File: src/rtl/cntr_param.sv
// Parameterised up/down counter with parallel load, optional saturation,
// terminal-count pulse and sticky boundary flag, all outputs registered.
module cntr_param #(
   parameter int WIDTH = 8,
   parameter int STEP  = 1,
   parameter bit SAT   = 1'b0
) (
   input  logic             clk,
   input  logic             reset,
   input  logic             en,
   input  logic             inc,
   input  logic             load,
   input  logic [WIDTH-1:0] d_in,
   output logic [WIDTH-1:0] d_out,
   output logic [2:0]       o_state,
   output logic             tc,
   output logic             ovf
);

   typedef enum logic [2:0] {
      ST_IDLE = 3'b000,
      ST_LOAD = 3'b001,
      ST_HOLD = 3'b010,
      ST_UP   = 3'b011,
      ST_DOWN = 3'b100
   } state_t;

   localparam logic [WIDTH:0]   STEP_EXT = (WIDTH+1)'(STEP);
   localparam logic [WIDTH-1:0] MAX_VAL  = '1;
   localparam logic [WIDTH-1:0] MIN_VAL  = '0;

   state_t           state_q, state_d;
   logic [WIDTH-1:0] count_q, count_d;
   logic             tc_q, tc_d;
   logic             ovf_q, ovf_d;

   logic [WIDTH:0]   up_sum;
   logic [WIDTH:0]   dn_diff;
   logic             up_bnd;
   logic             dn_bnd;
   logic [WIDTH-1:0] up_val;
   logic [WIDTH-1:0] dn_val;

   // In saturating mode, landing on the clamp value also counts as a boundary
   // event, so tc fires on reaching the limit as well as on every clamped cycle.
   always_comb begin
      up_sum  = {1'b0, count_q} + STEP_EXT;
      dn_diff = {1'b0, count_q} - STEP_EXT;
      up_bnd  = up_sum[WIDTH];
      dn_bnd  = dn_diff[WIDTH];
      up_val  = up_sum[WIDTH-1:0];
      dn_val  = dn_diff[WIDTH-1:0];
      if (SAT) begin
         up_bnd = up_sum[WIDTH] || (up_sum[WIDTH-1:0] == MAX_VAL);
         dn_bnd = dn_diff[WIDTH] || (dn_diff[WIDTH-1:0] == MIN_VAL);
         if (up_sum[WIDTH]) begin
            up_val = MAX_VAL;
         end
         if (dn_diff[WIDTH]) begin
            dn_val = MIN_VAL;
         end
      end
   end

   always_comb begin
      state_d = state_q;
      count_d = count_q;
      tc_d    = 1'b0;
      ovf_d   = ovf_q;
      if (load) begin
         count_d = d_in;
         state_d = ST_LOAD;
         ovf_d   = 1'b0;
      end else if (en) begin
         if (inc) begin
            count_d = up_val;
            state_d = ST_UP;
            tc_d    = up_bnd;
            ovf_d   = ovf_q | up_bnd;
         end else begin
            count_d = dn_val;
            state_d = ST_DOWN;
            tc_d    = dn_bnd;
            ovf_d   = ovf_q | dn_bnd;
         end
      end else begin
         state_d = (state_q == ST_IDLE) ? ST_IDLE : ST_HOLD;
      end
   end

   always_ff @(posedge clk) begin
      if (reset) begin
         state_q <= ST_IDLE;
         count_q <= '0;
         tc_q    <= 1'b0;
         ovf_q   <= 1'b0;
      end else begin
         state_q <= state_d;
         count_q <= count_d;
         tc_q    <= tc_d;
         ovf_q   <= ovf_d;
      end
   end

   assign d_out   = count_q;
   assign o_state = state_q;
   assign tc      = tc_q;
   assign ovf     = ovf_q;

endmodule
File: config.mk
export PLATFORM = sky130hd
export DESIGN_NAME = cntr_param
export DESIGN_NICKNAME = d
export VERILOG_FILES = /design/src/rtl/cntr_param.sv
export SDC_FILE = /design/constraint.sdc
export NUM_CORES = 1
export LEC_CHECK = 0
export ABC_AREA = 1
export BUFFER_PORTS_ARGS = -buffer_cell sky130_fd_sc_hd__buf_2
export CAP_MARGIN = 20
export CORE_AREA = 2 2 47 49
export CTS_CLUSTER_DIAMETER = 60
export DETAILED_ROUTE_END_ITERATION = 6
export DIE_AREA = 0 0 49 51
export GPL_ROUTABILITY_DRIVEN = 0
export PLACE_DENSITY = 0.7
export RECOVER_POWER = 100
export SLEW_MARGIN = 20
export SYNTH_ARGS = -nofsm -noshare
export SYNTH_HDL_FRONTEND = slang
export SYNTH_SLANG_ARGS = --single-unit
File: constraint.sdc
create_clock -name clk -period 1.4 [get_ports clk]
set_input_delay 0.14 -clock clk [delete_from_list [all_inputs] [get_ports clk]]
set_output_delay 0.14 -clock clk [all_outputs]
set_load 0.005 [all_outputs]
==> summary.txt, run 1 <==
Outcome
  • Status: finished clean

Die
  • Core area: 2060 um^2
  • Chip height: 51 um
  • FP Rows: 17
  • Initial Util: 36.7%
  • DIE AREA: 2500 um^2
  • Die width: 49 um
  • Ports: 26

Synthesis
  • Syn Inst Count: 111
  • Synth Area per Inst: 6.82 um^2
  • Post-synthesis sequential element count: 13
  • Mapped Nets: 126
  • Distinct cell type count after synthesis: 24
  • Yosys warns: 0
  • Sequential-to-total area share from yosys stat: 34.4%
  • Synth Cell Area: 757 um^2

STA
  • RSZ-0062 raised after global routing: no
  • Post-route clock period utilization: 86.1%
  • FMAX: 830 MHz
  • Final setup viols: 0
  • Max_slew headroom: 64.6%
  • Setup Skew: 0.00294 ns
  • Hold Fails Final Rpt: 0
  • Hold slack final: 0.136 ns
  • Post-route setup TNS: 0 ns
  • Final Slew Violations: 0
  • Slew @ Worst Pin: 0.531 ns
  • Final min period: 1.20 ns

Setup path
  • Reg-to-reg startpoint: d_out[3]$_SDFFE_PP0P_
  • Startpoint Class: register
  • Worst EP arrival: 1.42 ns
  • CP Max Fanout: 9
  • Data required, critical path: 1.61 ns
  • Critical path origin: d_out[3]$_SDFFE_PP0P_
  • CP Capture Type: register
  • Crit path kind: reg2reg

Finish
  • # nets final: 155
  • Final Cell Area: 940 um^2
  • Commonest non-fill, non-tap cell in the layout: nand2_1
  • Inserted Diodes: 0
  • Share of layout cells above drive strength 1: 25.9%
  • Highest-count cells in the layout ignoring fill and taps: nand2_1 (26), buf_2 (23), nor2_1 (12)
  • Synth-to-layout area growth: 24.1%

Min path
  • Hold WC Path Type: in2reg
  • Hold Path Origin: d_in[1]

Clock tree
  • H-tree depth: 1
  • CTS tree: yes
  • CTS Root Cell: clkbuf_4
  • # hold bufs at CTS: 0
  • Resize count post-CTS: 0
  • Clock Pin Slew Worst Setup and Hold Paths: 0.09 ns
  • Setup bufs post-CTS: 0
  • CTS Sinks: 13
  • Clk_lat worst skew: 0.27 ns
  • Clock Tree Buf Depth: 2
  • CTS buffer count: 3

Global routing
  • Initial antenna violation count: 0
  • Largest net degree at the start of global routing: 14
  • GRT overflow: 0
  • Top Usage Layer GRT: met2
  • Number of global-route vias before repair: 760
  • Met1 Usage GRT: 17.1%
  • Total GRT Usage: 15.4%
  • GR met2 Demand/Resource: 27.4%
  • First-pass GRT wire length: 3000 um
  • Met3 GRT Util: 3.51%

Placed design
  • Cell Area, Placed: 913 um^2
  • I/O Buffers: 25
  • Post-detail-place hpwl: 1330 um

Power and ir drop
  • Tot Pwr: 0.840 mW
  • Leakage: 0.457 nW
  • Max VDD drop: 0.000434 V
  • PwrDens: 894 nW/um^2

Drt
  • 1st-pass router iterations: 4
  • Drt via density: 4.76
  • DRC: 0
  • DR vias: 795
  • Final wirelength: 1720 um
  • Iteration-0 DRC Markers: 23
  • Routed WL per cell: 10.3 um
  • Post-DRT Antenna Nets: 0

Job
  • Total of max-cap violations: 0
## metal layers
| layer | wire length (um) | share of wire, % | up-vias |
|---|---|---|---|
| li1 | - | - | 426 |
| met3 | 89 | 5.2 | 0 |
| met2 | 832 | 48 | 19 |
| met1 | 797 | 46 | 350 |
| met4 | 0 | 0 | 0 |
| met5 | 0 | 0 | - |
## sequential cells by signal (all words and copies together) (netlist names)
| register | count |
|---|---|
| d_out | 8 |
| tc | 1 |
| o_state | 3 |
| ovf | 1 |
## where the power goes
| group | internal [mW] | switching [mW] |
|---|---|---|
| clock network | 0.110 | 0.129 |
| logic | 0.0835 | 0.0966 |
| registers | 0.392 | 0.0290 |
| total | 0.586 | 0.254 |
## worst max-delay path: stages (launching register included)
cell     delay [ns]
dfxtp_1        0.49
nand2_1        0.10
nor2_1         0.14
nand3_1        0.11
nand3_1        0.10
nand3_1        0.08
a21oi_1        0.13
## final cells by class
cell class | count | area [um^2]
fillers | 217 | 1120
clock buffers | 4 | 26.3
repair buffers | 27 | 138
flip-flops and latches | 13 | 263
multi-input cells | 83 | 433
inverters | 12 | 45.0
well taps | 28 | 35.0
## synthesized netlist by cell type
| cell | count | share of area, % |
|---|---|---|
| nand2_2 | 2 | 1.7 |
| clkbuf_1 | 1 | 0.50 |
| a21oi_1 | 6 | 4.0 |
| ha_1 | 2 | 3.3 |
| nor2_1 | 12 | 5.9 |
| nor2_4 | 1 | 1.5 |
| nand4_1 | 2 | 1.7 |
| xnor2_1 | 1 | 1.2 |
| dfxtp_1 | 13 | 34 |
| o21a_1 | 1 | 0.99 |
| inv_2 | 1 | 0.50 |
| nand3b_1 | 2 | 2.0 |
| buf_1 | 1 | 0.50 |
| nand2_1 | 26 | 13 |
| a31o_2 | 1 | 1.2 |
| xor2_1 | 1 | 1.2 |
| a22oi_1 | 6 | 5.9 |
| buf_6 | 1 | 1.5 |
| nand3_1 | 11 | 7.3 |
| a31oi_1 | 1 | 0.83 |
| o21ai_1 | 2 | 1.3 |
| a21oi_2 | 1 | 1.2 |
| nor3_1 | 5 | 3.3 |
| inv_1 | 11 | 5.5 |
## cell families after synthesis
kind of cell             share of synthesized area, %
buffers and inverters                            8.43
XOR/XNOR                                         2.31
AO/OA/AOI/OAI                                    15.4
AND/OR/NAND/NOR                                  36.2
adder cells (fa/ha/maj)                          3.31
flip-flops                                       34.4
## path summary, 6_finish.rpt
path                                 to  slack (ns)  depth (start not counted)
setup / recovery  d_out[7]$_SDFFE_PP0P_        0.20                          6
hold / removal    d_out[1]$_SDFFE_PP0P_        0.14                          3
setup reg to reg  d_out[7]$_SDFFE_PP0P_        0.20                          6
hold reg to reg        ovf$_SDFFE_PP0P_        0.46                          2
## per-stage QoR
step	utilization, %	worst slack (ns)	std cells
after detailed placement	44.3	0.142	163
after CTS	45.5	0.122	167
after global placement	44.3	0.155	163
after floorplan	-	0.229	111
final	45.5	0.195	167
after global routing	45.5	0.0493	167
No activity file was read; power rests on OpenSTA's default activity.
==> run 2: changes to the inputs <==
- ABC_AREA: 1 -> default
- CORE_AREA: 2 2 47 49 -> 3 3 48 50
- DIE_AREA: 0 0 49 51 -> 0 0 51 53
==> summary.txt, run 2 <==
Outcome
  • Status: finished, violations left
  • Failing checks: negative setup slack

Synthesis
  • Cell with the most instances after synthesis: dfxtp_1
  • Ys async rst share: 0% (unchanged)
  • Post-synth top area cell: dfxtp_1
  • Synth top cells by count: dfxtp_1 (13), a21oi_1 (10), inv_1 (8)
  • Sequential-to-total area share from yosys stat: 34.3% (-0.057 points)
  • Ranking of synthesized cells by area: dfxtp_1 (34%), a21oi_1 (6.6%), xor2_1 (4.6%)
  • Mapped Nets: 107 (-15%)
  • Post-synthesis sequential element count: 13 (unchanged)
  • Distinct cell type count after synthesis: 30 (+25%)
  • Yosys warns: 0 (unchanged)
  • Number of flops mapped to enable cells by yosys: 0 (unchanged)
  • Synth Cell Area: 758 um^2 (+0.17%)
  • Main synth FF type: dfxtp_1
  • Synth Area per Inst: 8.24 um^2 (+21%)
  • Share of the synthesized area in the top cell type: 34.3% (-0.057 points)
  • Syn Inst Count: 92 (-17%)

Drt
  • DR vias: 865 (+8.8%)
  • Routed WL per cell: 14.8 um (+44%)
  • 1st-pass router iterations: 4 (unchanged)
  • DRC: 0 (unchanged)
  • Post-DRT Antenna Nets: 0 (unchanged)
  • Iteration-0 DRC Markers: 15 (-35%)
  • Drt via density: 5.41 (+14%)
  • Final wirelength: 2370 um (+38%)

Setup path
  • CP Max Fanout: 3 (-6)
  • Startpoint Class: register
  • Worst EP arrival: 1.84 ns (+0.42 ns)
  • Data required, critical path: 1.63 ns (+0.02 ns)
  • Crit path kind: reg2reg
  • CP Capture Type: register

Power and ir drop
  • PwrDens: 828 nW/um^2 (-7.4%)
  • Leakage: 0.536 nW (+17%)
  • NetSw: 0.297 mW (+17%)
  • Tot Pwr: 0.961 mW (+14%)
  • Power Internal: 0.663 mW (+13%)
  • Switch share: 31.0% (+0.69 points)
  • Max VDD drop: 0.000598 V (+38%)
  • Part of the power in combinational logic: 31.0% (+9.6 points)
  • Clock power frac: 24.9% (-3.5 points)
  • Flop pwr share: 44.1% (-6.0 points)

Global routing
  • Largest net degree at the start of global routing: 15 (+1)
  • Number of global-route vias before repair: 831 (+9.3%)
  • Initial antenna violation count: 0 (unchanged)
  • GRT overflow: 0 (unchanged)
  • Total GRT Usage: 18.6% (+3.2 points)
  • First-pass GRT wire length: 3700 um (+23%)

STA
  • Slew @ Worst Pin: 0.426 ns (-0.105 ns)
  • Post-route clock period utilization: 115% (+29 points)
  • Worst Slack Setup Final: -0.211 ns (-0.406 ns)
  • RSZ-0062 raised after global routing: yes
  • FMAX: 621 MHz (-25%)
  • Final Slew Violations: 0 (unchanged)
  • Hold slack final: 0.101 ns (-0.0348 ns)
  • Final min period: 1.61 ns (+0.406 ns)
  • Setup Skew: 0.00326 ns (+0.000320 ns)
  • Max_slew headroom: 71.5% (+6.9 points)
  • Final setup viols: 7 (+7)
  • Post-route setup TNS: -1.03 ns (-1.03 ns)
  • Hold Fails Final Rpt: 0 (unchanged)

Die
  • Ports: 26 (unchanged)
  • DIE AREA: 2700 um^2 (+8.2%)
  • Initial Util: 39.0% (+2.4 points)
  • Chip height: 53 um (+3.9%)
  • Core area: 1940 um^2 (-5.9%)
  • Die width: 51 um (+4.1%)
  • FP Rows: 16 (-1)

Placed design
  • Post-detail-place hpwl: 1600 um (+20%)
  • I/O Buffers: 25 (unchanged)
  • Setup WS pre-CTS: -0.240 ns (-0.382 ns)
  • Cell Area, Placed: 1030 um^2 (+13%)
  • Cell total after placement: 152 (-6.7%)

Finish
  • Commonest non-fill, non-tap cell in the layout: buf_2
  • # nets final: 149 (-3.9%)
  • Synth-to-layout area growth: 53.0%
  • Finished Layout Cells: 160 (-4.2%)
  • Inserted Diodes: 0 (unchanged)
  • Final core occ: 59.7% (+14 points)
  • Final Cell Area: 1160 um^2 (+23%)
  • Share of layout cells above drive strength 1: 49.6% (+24 points)
  • Max reg flops: 8 (unchanged)
  • Highest-count cells in the layout ignoring fill and taps: buf_2 (22), buf_4 (17), dfxtp_1 (9)

Clock tree
  • Clock Tree Buf Depth: 2 (unchanged)
  • CTS Root Cell: clkbuf_4
  • Clk_lat worst skew: 0.28 ns (about the same)
  • CTS Sinks: 13 (unchanged)
  • # hold bufs at CTS: 0 (unchanged)
  • H-tree depth: 1 (unchanged)
  • CTS buffer count: 3 (unchanged)
  • Clock Pin Slew Worst Setup and Hold Paths: 0.08 ns (about the same)
  • CTS tree: yes

Job
  • Total of max-cap violations: 0 (unchanged)

Min path
  • Hold WC Path Type: in2reg
==> run 2: cell types whose count changed after synthesis, sizes merged, moves of 4 or more <==
cell,delta
a21oi,+4
nor2,-8
inv,-4
nand2,-23
nand3,-8
a22oi,-6
nor3,-4
clkbuf,+4
==> run 2: what timing repair did <==
item,in CTS,in global routing
pin swaps,11,3
endpoints found under the setup margin,7,8
endpoints found under the hold margin,0,0
resized for setup,12,2
buffers inserted,3,1
==> run 2: per-layer routing <==
| layer | track usage (%) | routed length, um | vias up |
|---|---|---|---|
| li1 | - | - | 417 |
| met1 | 19.3 | 901 | 404 |
| met2 | 35.8 | 1310 | 39 |
| met3 | 5.35 | 145 | 5 |
| met4 | 5.38 | 15 | 0 |
| met5 | 0 | 0 | - |
==> run 2: logic make-up (layout without fill, tap and decap cells) <==
kind of cell,Yosys count,after routing,synth area share [%]
and+or+nand+nor,33,33,27.1
adders and majority gates,2,2,3.30
xor gates and xnor gates,6,6,6.93
buffers and inverters,14,55,7.92
muxes,1,1,1.32
DFF,13,13,34.3
AOI/OAI and AO/OA,23,23,19.1
==> run 2: final cells by class <==
class / count / area, um^2
clock buffers: 4 / 26.3
inverters: 8 / 35.0
flip-flops and latches: 13 / 270
well taps: 27 / 33.8
repair buffers: 43 / 260
multi-input cells: 65 / 534
fillers: 183 / 782
==> run 2: worst max-delay path, stage by stage, from the launching register on <==
cell     delay (ns)
dfxtp_1        0.33
or4_4          0.56
or4_4          0.43
a21oi_2        0.15
a21o_1         0.09
==> run 2: path summary, 6_finish.rpt <==
path                                       startpoint               endpoint  slack [ns]  cells after the start
worst max register to register  d_out[3]$_SDFFE_PP0P_       ovf$_SDFFE_PP0P_       -0.21                      4
worst max-delay path            d_out[3]$_SDFFE_PP0P_       ovf$_SDFFE_PP0P_       -0.21                      4
worst min-delay path                          d_in[0]  d_out[0]$_SDFFE_PP0P_        0.10                      3
worst min register to register       ovf$_SDFFE_PP0P_       ovf$_SDFFE_PP0P_        0.46                      1
==> run 2: power groups by stage <==
stage               sequential, mW  combinational (mW)  clock (mW)
floorplan                    0.435               0.137           0
global placement             0.425               0.245           0
detailed placement           0.427               0.251           0
CTS                          0.421               0.291       0.236
global route                 0.427               0.324       0.261
finish                       0.423               0.298       0.239
